`src/rtl/motion_arbiter.sv`:
```
// Motion request arbiter for the H-bridge driver: grants IR or autonomous moves
// and sequences each through soft-start, timed run, soft-stop and brake dead-time.
module motion_arbiter #(
    parameter int TICK_DIV     = 50000,
    parameter int RAMP_STEP    = 16,
    parameter int DUTY_MAX     = 240,
    parameter int IR_DUR_TICKS = 2000,
    parameter int DEAD_TICKS   = 20
) (
    input  logic        clk,
    input  logic        rst_n,
    input  logic        estop,
    input  logic        ir_valid,
    input  logic [2:0]  ir_cmd,
    output logic        ir_ready,
    input  logic        auto_valid,
    input  logic [2:0]  auto_cmd,
    input  logic [15:0] auto_dur,
    output logic        auto_ready,
    output logic [2:0]  drv_dir,
    output logic [7:0]  drv_duty,
    output logic        busy,
    output logic [1:0]  grant_src,
    output logic        cmd_err
);
    localparam int PW = (TICK_DIV > 1) ? $clog2(TICK_DIV) : 1;

    typedef enum logic [2:0] {
        S_IDLE, S_RAMP_UP, S_RUN, S_RAMP_DOWN, S_DEAD, S_ESTOP
    } state_e;

    state_e        state_q, state_d;
    logic [PW-1:0] presc_q;
    logic          tick;
    logic [15:0]   dur_q, dur_d, dead_q, dead_d;
    logic [7:0]    duty_q, duty_d;
    logic [2:0]    dir_q, dir_d;
    logic [1:0]    grant_q, grant_d;
    logic          ir_rdy_q, ir_rdy_d, au_rdy_q, au_rdy_d;
    logic          err_q, err_d, busy_q, busy_d;

    logic          acc, acc_move, preempt;
    logic [2:0]    acc_cmd;
    logic [15:0]   acc_dur;
    logic [1:0]    acc_src;
    logic [8:0]    up_sum;
    logic [7:0]    duty_up, duty_dn;

    assign tick = (presc_q == PW'(TICK_DIV - 1));

    always_ff @(posedge clk or negedge rst_n) begin
        if (!rst_n) presc_q <= '0;
        else        presc_q <= tick ? '0 : presc_q + PW'(1);
    end

    // A ready pulse still high means the requester has not yet dropped valid,
    // so arbitration skips that cycle to avoid accepting the same request twice.
    always_comb begin
        acc     = 1'b0;
        acc_cmd = '0;
        acc_dur = '0;
        acc_src = '0;
        if (!ir_rdy_q && !au_rdy_q) begin
            if (ir_valid) begin
                acc     = 1'b1;
                acc_cmd = ir_cmd;
                acc_dur = 16'(IR_DUR_TICKS);
                acc_src = 2'd1;
            end else if (auto_valid) begin
                acc     = 1'b1;
                acc_cmd = auto_cmd;
                acc_dur = (auto_dur == 16'd0) ? 16'd1 : auto_dur;
                acc_src = 2'd2;
            end
        end
        acc_move = (acc_cmd != 3'd0) && (acc_cmd <= 3'd4);
        preempt  = (grant_q == 2'd2) && ir_valid && (ir_cmd != 3'd0) && (ir_cmd <= 3'd4);
        up_sum   = {1'b0, duty_q} + 9'(RAMP_STEP);
        duty_up  = (up_sum >= 9'(DUTY_MAX)) ? 8'(DUTY_MAX) : up_sum[7:0];
        duty_dn  = (duty_q > 8'(RAMP_STEP)) ? duty_q - 8'(RAMP_STEP) : '0;
    end

    always_comb begin
        state_d  = state_q;
        dur_d    = dur_q;
        dead_d   = dead_q;
        duty_d   = duty_q;
        dir_d    = dir_q;
        grant_d  = grant_q;
        ir_rdy_d = 1'b0;
        au_rdy_d = 1'b0;
        err_d    = 1'b0;
        if (estop) begin
            state_d = S_ESTOP;
            duty_d  = '0;
            dir_d   = '0;
            grant_d = 2'd3;
            dur_d   = '0;
            dead_d  = '0;
        end else begin
            case (state_q)
                S_IDLE: begin
                    if (acc) begin
                        ir_rdy_d = (acc_src == 2'd1);
                        au_rdy_d = (acc_src == 2'd2);
                        if (acc_move) begin
                            state_d = S_RAMP_UP;
                            dir_d   = acc_cmd;
                            grant_d = acc_src;
                            dur_d   = acc_dur;
                            duty_d  = '0;
                        end else if (acc_cmd != 3'd0) begin
                            err_d = 1'b1;
                        end
                    end
                end
                S_RAMP_UP, S_RUN: begin
                    if (preempt) begin
                        state_d = S_RAMP_DOWN;
                    end else if (tick) begin
                        dur_d = (dur_q != 16'd0) ? dur_q - 16'd1 : '0;
                        if (state_q == S_RAMP_UP) duty_d = duty_up;
                        if (dur_q <= 16'd1)
                            state_d = S_RAMP_DOWN;
                        else if (state_q == S_RAMP_UP && duty_up == 8'(DUTY_MAX))
                            state_d = S_RUN;
                    end
                end
                S_RAMP_DOWN: begin
                    if (tick) begin
                        duty_d = duty_dn;
                        if (duty_dn == 8'd0) begin
                            dir_d   = '0;
                            dead_d  = 16'(DEAD_TICKS);
                            state_d = S_DEAD;
                        end
                    end
                end
                S_DEAD: begin
                    if (tick) begin
                        if (dead_q <= 16'd1) begin
                            dead_d  = '0;
                            grant_d = '0;
                            state_d = S_IDLE;
                        end else begin
                            dead_d = dead_q - 16'd1;
                        end
                    end
                end
                S_ESTOP: begin
                    dead_d  = 16'(DEAD_TICKS);
                    state_d = S_DEAD;
                end
                default: state_d = S_IDLE;
            endcase
        end
        busy_d = (state_d != S_IDLE);
    end

    always_ff @(posedge clk or negedge rst_n) begin
        if (!rst_n) begin
            state_q  <= S_IDLE;
            dur_q    <= '0;
            dead_q   <= '0;
            duty_q   <= '0;
            dir_q    <= '0;
            grant_q  <= '0;
            ir_rdy_q <= 1'b0;
            au_rdy_q <= 1'b0;
            err_q    <= 1'b0;
            busy_q   <= 1'b0;
        end else begin
            state_q  <= state_d;
            dur_q    <= dur_d;
            dead_q   <= dead_d;
            duty_q   <= duty_d;
            dir_q    <= dir_d;
            grant_q  <= grant_d;
            ir_rdy_q <= ir_rdy_d;
            au_rdy_q <= au_rdy_d;
            err_q    <= err_d;
            busy_q   <= busy_d;
        end
    end

    assign ir_ready   = ir_rdy_q;
    assign auto_ready = au_rdy_q;
    assign drv_dir    = dir_q;
    assign drv_duty   = duty_q;
    assign busy       = busy_q;
    assign grant_src  = grant_q;
    assign cmd_err    = err_q;
endmodule

```
`config.mk`:
```
export PLATFORM = sky130hd
export DESIGN_NAME = motion_arbiter
export DESIGN_NICKNAME = d
export VERILOG_FILES = /design/src/rtl/motion_arbiter.sv
export SDC_FILE = /design/constraint.sdc
export NUM_CORES = 1
export LEC_CHECK = 0
export BUFFER_PORTS_ARGS = -buffer_cell sky130_fd_sc_hd__buf_2
export CAP_MARGIN = 20
export CORE_MARGIN = 8
export CORE_UTILIZATION = 45
export DETAILED_ROUTE_END_ITERATION = 10
export PLACE_DENSITY = 0.64
export SLEW_MARGIN = 40
export SYNTH_ARGS = -nofsm -noshare
export SYNTH_HDL_FRONTEND = slang
export SYNTH_SLANG_ARGS = --single-unit
```
`constraint.sdc`:
```
create_clock -name clk -period 2.9 [get_ports clk]
set_clock_uncertainty 0.15 [all_clocks]
set_input_delay 0.145 -clock clk [delete_from_list [all_inputs] [get_ports clk]]
set_output_delay 0.145 -clock clk [all_outputs]
set_load 0.01 [all_outputs]
```
=== After elaboration in Yosys (flattened, before gate mapping) ===
Index checks and enable logic that the tools add are counted.

* Add/subtract/negate cells: 5
* Magnitude comparators: 6
* Eq/ne operators: 19
* Multiplexer cells: 72
* Reductions and logical operators: 26

{| class="wikitable"
|+ Operator list
! kind !! number
|-
| $mux W16 || 16
|-
| $mux W8 || 9
|-
| $mux W3 || 19
|-
| $pmux W16 S3 || 1
|-
| $le A16 B1 Y1 const B || 2
|-
| $pmux W16 S2 || 1
|-
| $sub A16 B1 Y16 const B || 2
|-
| $ne A3 B3 Y1 const B || 9
|-
| $pmux W8 S3 || 1
|-
| $reduce_bool A3 Y1 || 6
|-
| $add A16 B1 Y16 const B || 1
|-
| $eq A16 B16 Y1 const B || 1
|-
| $logic_not A16 Y1 || 1
|-
| $mux W2 || 8
|-
| $reduce_bool A16 Y1 || 1
|-
| $pmux W3 S5 || 1
|-
| $reduce_and A5 Y1 || 3
|-
| $mux W1 || 14
|-
| $add A8 B5 Y9 const B || 1
|-
| $ge A9 B8 Y1 const B || 1
|-
| $eq A8 B8 Y1 const B || 1
|-
| $gt A8 B5 Y1 const B || 1
|-
| $logic_not A8 Y1 || 1
|-
| $reduce_bool A4 Y1 || 2
|-
| 15 further kinds || 25
|}

* Register bits: 68

=== Logic depth before layout (Yosys ltp) ===
Gate-level depths: netlist of run 1.

* Depth in word-level cells: 12
* Depth in mapped cells: 11

=== Least setup slack after synthesis of run 1 ===
No wires, ideal clock.

* Path type: reg2reg
* From: reg au_rdy_q, in the netlist auto_ready
* To: reg busy_q, in the netlist busy
* Arrival: 2.515 ns
* Required time: 2.619 ns
* Setup slack: 0.104 ns
* Stages on the path, launching flop included: 12
* Path buffers: 1
* Clock period less this slack: 2.796 ns
* Cells stage by stage: dfrtp_1 > nor2_1 > and2_0 > clkbuf_1 > a22oi_1 > nand2_1 > ha_1 > o211ai_1 > o31a_1 > o21ai_0 > a221o_1 > or3_1

* Word-level cells in the longest chain between the ends: 10
* Elaborated cells between the ends (all ways): 12
* Those cells by class: 1 x order compare; 6 x mux; 5 x reduce/logical

{| class="wikitable"
|+ Ends and longest elaborated chain
! item !! line !! RTL
|-
| start: declaration || 39 || <nowiki>logic ir_rdy_q, ir_rdy_d, au_rdy_q, au_rdy_d;</nowiki>
|-
| start signal: assignment || 180 || <nowiki>au_rdy_q <= au_rdy_d;</nowiki>
|-
| $logic_not A1 Y1 * || 63 || <nowiki>if (!ir_rdy_q && !au_rdy_q) begin</nowiki>
|-
| $logic_and A1 B1 Y1 * || 63 ||
|-
| $mux W3 || 63 ||
|-
| $le A3 B3 Y1 or $reduce_bool A3 Y1 (tied branches) || 76 || <nowiki>acc_move = (acc_cmd != 3'd0) && (acc_cmd <= 3'd4);</nowiki>
|-
| $logic_and A1 B1 Y1 || 76 ||
|-
| $mux W3 || 106 || <nowiki>if (acc_move) begin</nowiki>
|-
| $mux W3 * || 103 || <nowiki>if (acc) begin</nowiki>
|-
| $pmux W3 S5 * || 101 || <nowiki>case (state_q)</nowiki>
|-
| $mux W3 * || 93 || <nowiki>if (estop) begin</nowiki>
|-
| via state_d[0] || 32 || <nowiki>state_e state_q, state_d;</nowiki>
|-
| $reduce_bool A3 Y1 * || 157 || <nowiki>busy_d = (state_d != S_IDLE);</nowiki>
|-
| via busy_d || 40 || <nowiki>logic err_q, err_d, busy_q, busy_d;</nowiki>
|-
| end signal: assignment || 182 || <nowiki>busy_q <= busy_d;</nowiki>
|-
| end: declaration || 40 ||
|}

The timed path passes the listed nets; every way through them passes the cells marked *.
A chain may end at the register's enable or synchronous reset.

=== Worst setup path in the final report of run 1 ===
* From: reg ir_rdy_q, in the netlist ir_ready
* To: reg busy_q, in the netlist busy

* Word-level cells in the longest chain between the ends: 10
* Elaborated cells between the ends (all ways): 12
* Those cells by class: 1 x order compare; 6 x mux; 5 x reduce/logical

{| class="wikitable"
|+ Ends and longest elaborated chain
! item !! line !! RTL
|-
| start: declaration || 39 ||
|-
| start signal: assignment || 179 || <nowiki>ir_rdy_q <= ir_rdy_d;</nowiki>
|-
| $logic_not A1 Y1 * || 63 ||
|-
| $logic_and A1 B1 Y1 * || 63 ||
|-
| $mux W3 || 63 ||
|-
| $le A3 B3 Y1 or $reduce_bool A3 Y1 (tied branches) || 76 ||
|-
| $logic_and A1 B1 Y1 || 76 ||
|-
| $mux W3 || 106 ||
|-
| $mux W3 * || 103 ||
|-
| $pmux W3 S5 * || 101 ||
|-
| $mux W3 * || 93 ||
|-
| via state_d[0] || 32 ||
|-
| $reduce_bool A3 Y1 * || 157 ||
|-
| via busy_d || 40 ||
|}

Marked as above.

==> flow_summary.toml, run 1 <==
[die]
die_w_um = 113
core-area_mm2 = 0.00924
die-area_mm2 = 0.0129
initial_utilization_pct = 46.2
die_h_um = 113
io_pins = 44
rows = 35

[global_routing]
grt_pass1_wl_um = 19600
first_global_vias = 3968
grt_antenna_before_repair = 0
grt_max_degree = 69
grt_use_total_pct = 18.7
grt_overflow_total = 0

[final_layout]
antenna-diode-count = 0
final_common_cell = "dfrtp_1"
drive_gt1_share_pct = 21.1
layout_common_cells = "66 x dfrtp_1, 52 x nor2_1, 43 x buf_2"
fillerInstances = 864
stdcell_count = 680
syn_to_final_growth_pct = 19.3
fin_area_mm2 = 0.00509
nNetsFinal = 584

[worst_setup_path]
cp.arrival_ps = 2880
path_class = "reg2reg"
worstSetupEndpointType = "flip-flop"
crit_path_top_delay_cell = "dfrtp_2"
crit_fanout = 6
crit_chain = "nor2_1 > and2_1 > a22oi_1 > nand2_1 > ha_1 > o211ai_1 > buf_4 > o31a_1 > o21ai_0 > a221o_1 > or3_4"
slowest_delay_ps = 420
crit_required_ps = 2990
worstSetupStartpointType = "flip-flop"
cp_top_family = "compound AO/OA/AOI/OAI gates"
cp.buffers_inverters = 1

[logic_synthesis]
synthArstFlopShare_pct = 100
synth_cells = 482
ys_types = 70
ys_seq_elements = 68
yosys_warnings = 0
syn-cell-area_mm2 = 0.00427
ys_seq_area_share_pct = 39.9
syn-num-nets = 520
syn_area_per_cell_um2 = 8.85
synth_edf_count = 0
synth_ff_type = "dfrtp_1"

[pwr]
totalPowerFinal_mw = 2.64
vdd_drop_max_uv = 294
cellPowerDensity_mw_per_mm2 = 518
leakage_nw = 2.34

[sta]
fmax_mhz = 358
drv_slew = 0
tightest_slew_ps = 638
period_share_pct = 96.3
period_needed_ps = 2790
finalHoldViolCount = 0
slew_headroom_pct = 57.4
finalSetupViolations = 0

[placement]
hpwl_um = 8090
numPortBuffers = 43
gp_congestion = 0.901
placedCellCount = 653
placed_area_mm2 = 0.00473

[clock_tree]
cts_num_sinks = 68
htree_levels = 3
clk-insertion-delay-late_ps = 350
clockBufferDepth = 2
numCtsBuffers = 9
cts_tree = "built"
clk_pin_slew_worst_paths_ps = 80
ctsRootBufferMaster = "clkbuf_8"

[detailed_routing]
vias_per_cell = 5.97
wl_met1_um = 4870
ant_nets = 0
routedWlPerCell_um = 16.8
first_pass_iters = 5
routed-wl-met2_um = 5690
top_layer_used = "met4"
wl_met3_um = 592
drtIter0Drc = 213
drc_errors = 0
vias = 4058
wl_um = 11400

[run]
cap_viol_max_count = 0

[outcome]
status = "finished clean"

[worst_hold_path]
hold_class = "in2reg"
-- synthesized netlist by cell type (11+ instances only) --
cell / n / area share (%)
nor4_1: 14 / 2.1
ha_1: 11 / 3.2
clkbuf_1: 15 / 1.3
o31ai_1: 12 / 2.1
and3_1: 11 / 1.6
nor2_1: 52 / 4.6
a21oi_1: 26 / 3.0
inv_1: 17 / 1.5
nor3_1: 21 / 2.5
o21ai_0: 37 / 4.3
nand3_1: 19 / 2.2
dfrtp_1: 68 / 40
nand2_1: 32 / 2.8
-- sequential cells by signal, indices dropped and copies added, names as in the netlist --
| name | count |
|---|---|
| grant_src | 2 |
| dead_q | 16 |
| dur_q | 16 |
| state_q | 3 |
| cmd_err | 1 |
| drv_dir | 3 |
| ir_ready | 1 |
| drv_duty | 8 |
| auto_ready | 1 |
| busy | 1 |
| presc_q | 16 |
-- path summary, 6_finish.rpt --
| kind | startpoint | to | depth (start not counted) | slack [ps] |
|---|---|---|---|---|
| hold reg to reg | presc_q[13]$_DFF_PN0_ | presc_q[13]$_DFF_PN0_ | 1 | 350 |
| max in group asynchronous | rst_n | auto_ready$_DFF_PN0_ | 3 | 1850 |
| setup / recovery | ir_ready$_DFF_PN0_ | busy$_DFF_PN0_ | 11 | 110 |
| setup reg to reg | ir_ready$_DFF_PN0_ | busy$_DFF_PN0_ | 11 | 110 |
| hold / removal | auto_dur[1] | dur_q[1]$_DFFE_PN0P_ | 3 | 50 |
| min in group asynchronous | rst_n | presc_q[8]$_DFF_PN0_ | 3 | 250 |
-- through the flow --
step	hold slack [ps]	setup TNS [ps]	utilization, %	worst slack (ps)
finish	45.3	0	55.1	106
global route	42.7	-1.16	55.1	-1.16
CTS	36.3	0	54.4	21.5
detailed placement	149	-680	51.2	-90.0
global placement	256	-394	51.1	-101
floorplan	-301	0	-	104
-- worst register-to-register path, delay by kind of cell (launching register included) --
kind	cells	cell delay, ps
adders and majority gates	1	290
buffers and inverters	1	210
AOI/OAI and AO/OA	5	880
DFF	1	420
and+or+nand+nor	4	730
-- cells by family after synthesis --
kind of cell,synth area share (%)
multiplexers,0.792
AND/OR/NAND/NOR,25.7
adder cells (fa/ha/maj),3.22
AO/OA/AOI/OAI,22.6
flip-flops,39.9
XOR/XNOR,3.69
buffers and inverters,4.10
-- timing repair --
item	in CTS	in global routing
hold buffers	6	0
pin swaps	0	3
endpoints found under the hold margin	73	0
resized for setup	1	8
setup buffers	0	4
setup endpoints to repair	11	26
-- power breakdown --
group / internal, mW / leakage [nW] / switching (mW)
sequential: 1.01 / 0.902 / 0.0617
combinational: 0.270 / 1.33 / 0.405
clock: 0.488 / 0.110 / 0.403
-- routing by layer --
metal  GRT usage, %  up-vias
li1               -     1922
met1           23.4     1984
met2           31.1      130
met3           3.65       22
met4           7.02        0
met5              0        -
-- layout make-up --
| class | instances | area [µm²] | area share, % |
|---|---|---|---|
| Clock buffer | 9 | 124 | 2.43 |
| Clock inverter | 7 | 98.8 | 1.94 |
| Inverter | 17 | 63.8 | 1.25 |
| Multi-Input combinational cell | 372 | 2440 | 48.0 |
| Sequential cell | 68 | 1700 | 33.5 |
| Tap cell | 129 | 161 | 3.17 |
| Timing Repair Buffer | 78 | 497 | 9.76 |
Note: power is estimated with default switching activity, not from simulation.
==> run 2, diff against run 1 <==
--- a/config.mk
+++ b/config.mk
@@ -8,9 +8,10 @@
 export BUFFER_PORTS_ARGS = -buffer_cell sky130_fd_sc_hd__buf_2
 export CAP_MARGIN = 20
 export CORE_MARGIN = 8
-export CORE_UTILIZATION = 45
+export CORE_UTILIZATION = 55
+export CTS_BUF_LIST = sky130_fd_sc_hd__clkbuf_4 sky130_fd_sc_hd__clkbuf_8
 export DETAILED_ROUTE_END_ITERATION = 10
-export PLACE_DENSITY = 0.64
+export PLACE_DENSITY = 0.76
 export SLEW_MARGIN = 40
 export SYNTH_ARGS = -nofsm -noshare
 export SYNTH_HDL_FRONTEND = slang
==> run 2 against run 1 <==
Compared with the run above: clock power is essentially flat; non-clock buffer count shrank 7; total power shrank 0.94%; sequential power is essentially flat; highest routed layer unchanged; largest cell class unchanged; worst hold slack gained 15 ps; critical path type unchanged.
==> flow_summary.toml, run 2 (synthesized netlist as in run 1, its figures left out) <==
[detailed_routing]
routedWlPerCell_um = 17.5
vias = 4021
vias_per_cell = 6.22
drtIter0Drc = 310
wl_um = 11300
drc_errors = 0
first_pass_iters = 5
ant_nets = 0

[global_routing]
grt_antenna_before_repair = 0
grt_use_total_pct = 20.8
grt_pass1_wl_um = 18800
first_global_vias = 3822
grt_max_degree = 39
grt_overflow_total = 0

[clock_tree]
ctsRootBufferMaster = "clkbuf_8"
cts_tree = "built"
numCtsBuffers = 9
clk_pin_slew_worst_paths_ps = 80
clockBufferDepth = 2
htree_levels = 3
clk-insertion-delay-late_ps = 350
cts_num_sinks = 68

[sta]
tightest_slew_ps = 609
finalHoldViolCount = 0
slew_headroom_pct = 59.0
finalSetupViolations = 0
period_needed_ps = 2760
drv_slew = 0
whs_ps = 60.7
fmax_mhz = 363
layout_setup_ws_ps = 144
period_share_pct = 95.1
final.setup.tns_ps = 0

[worst_hold_path]
holdCritStartpoint = "auto_dur[11]"
hold_class = "in2reg"

[die]
die_w_um = 104
rows = 32
die_h_um = 104
io_pins = 44
core-area_mm2 = 0.00761
initial_utilization_pct = 56.1
die-area_mm2 = 0.0108

[final_layout]
antenna-diode-count = 0
top_regs = "dead_q x16, dur_q x16, presc_q x16"
nNetsFinal = 577
final_common_cell = "dfrtp_1"
syn_to_final_growth_pct = 17.1
layout_common_cells = "66 x dfrtp_1, 52 x nor2_1, 42 x buf_2"
drive_gt1_share_pct = 19.9

[run]
cap_viol_max_count = 0

[worst_setup_path]
crit_path_top_delay_cell = "dfrtp_2"
worstSetupEndpointType = "flip-flop"
slowest_delay_ps = 410
cp.buffers_inverters = 2
path_class = "reg2reg"
worstSetupStartpointType = "flip-flop"
crit_required_ps = 2960
setup.worst_path.start = "auto_ready$_DFF_PN0_"
r2r-start = "auto_ready$_DFF_PN0_"
crit_chain = "nor2_1 > and2_1 > a22oi_1 > nand2_1 > ha_1 > o211ai_1 > a21o_1 > a21oi_4 > clkbuf_2 > buf_4 > a311oi_1"
cp.arrival_ps = 2820
cp_top_family = "compound AO/OA/AOI/OAI gates"
crit_fanout = 6

[pwr]
leakage_nw = 2.31
totalPowerFinal_mw = 2.61
vdd_drop_max_uv = 283
cellPowerDensity_mw_per_mm2 = 522

[placement]
gp_congestion = 0.910
numPortBuffers = 43
post-place-ws_ps = -0.778
hpwl_um = 8000

[outcome]
status = "finished clean"
-- run 2: cell types whose count changed in the layout (fill, tap and decap cells not counted), sizes merged --
| cell | change |
|---|---|
| inv | -1 |
| clkbuf | +2 |
| buf | -8 |
| clkinvlp | -1 |
| clkinv | +1 |
-- run 2: routing by layer --
layer  vias to the layer above  wire length [µm]  global-route usage (%)
met3                        24               618                    3.90
met4                         0               302                    8.58
met2                       146              5460                    33.3
li1                       1910                 -                       -
met5                         -                 0                       0
met1                      1941              4940                    27.0
-- run 2: cell type report --
class | count | area [µm²]
repair buffers | 71 | 453
multi-input cells | 372 | 2420
inverters | 17 | 63.8
fillers | 645 | 2610
flip-flops and latches | 68 | 1700
well taps | 102 | 128
clock buffers | 10 | 138
clock inverters | 6 | 87.6
-- run 2: final timing paths --
kind	slack, ps	cells after the start	endpoint
hold reg to reg	350	1	dead_q[15]$_DFFE_PN0P_
min in group asynchronous	120	2	dead_q[8]$_DFFE_PN0P_
setup / recovery	140	11	drv_duty[4]$_DFFE_PN0P_
setup reg to reg	140	11	drv_duty[4]$_DFFE_PN0P_
max in group asynchronous	1920	3	ir_ready$_DFF_PN0_
hold / removal	60	3	dur_q[11]$_DFFE_PN0P_
-- run 2: power by group --
group	switching, mW	leakage, nW	internal (mW)
Combinational	0.401	1.29	0.249
Clock	0.380	0.116	0.508
Sequential	0.0636	0.902	1.01
-- run 2: worst reg2reg max path, stage by stage (launching register included) --
cell and delay [ps]:
dfrtp_2 410, nor2_1 70, and2_1 230, a22oi_1 230
nand2_1 90, ha_1 280, o211ai_1 220, a21o_1 260
a21oi_4 250, clkbuf_2 230, buf_4 130, a311oi_1 70
-- run 2: what timing repair did --
item,in CTS,in global routing
hold buffers,6,0
endpoints found under the hold margin,35,0
gates cloned,0,0
buffers inserted,0,2
resized for setup,1,7
pin swaps,0,3
setup endpoints to repair,10,26
-- run 2: stage by stage --
stage                     util (%)  cells  cell area [µm²]
after detailed placement      61.3    622             4670
final                         65.7    646             5000
after floorplan                  -    482             4270
after global placement        61.3    622             4670
after global routing          65.7    646             5000
after CTS                     65.1    644             4950
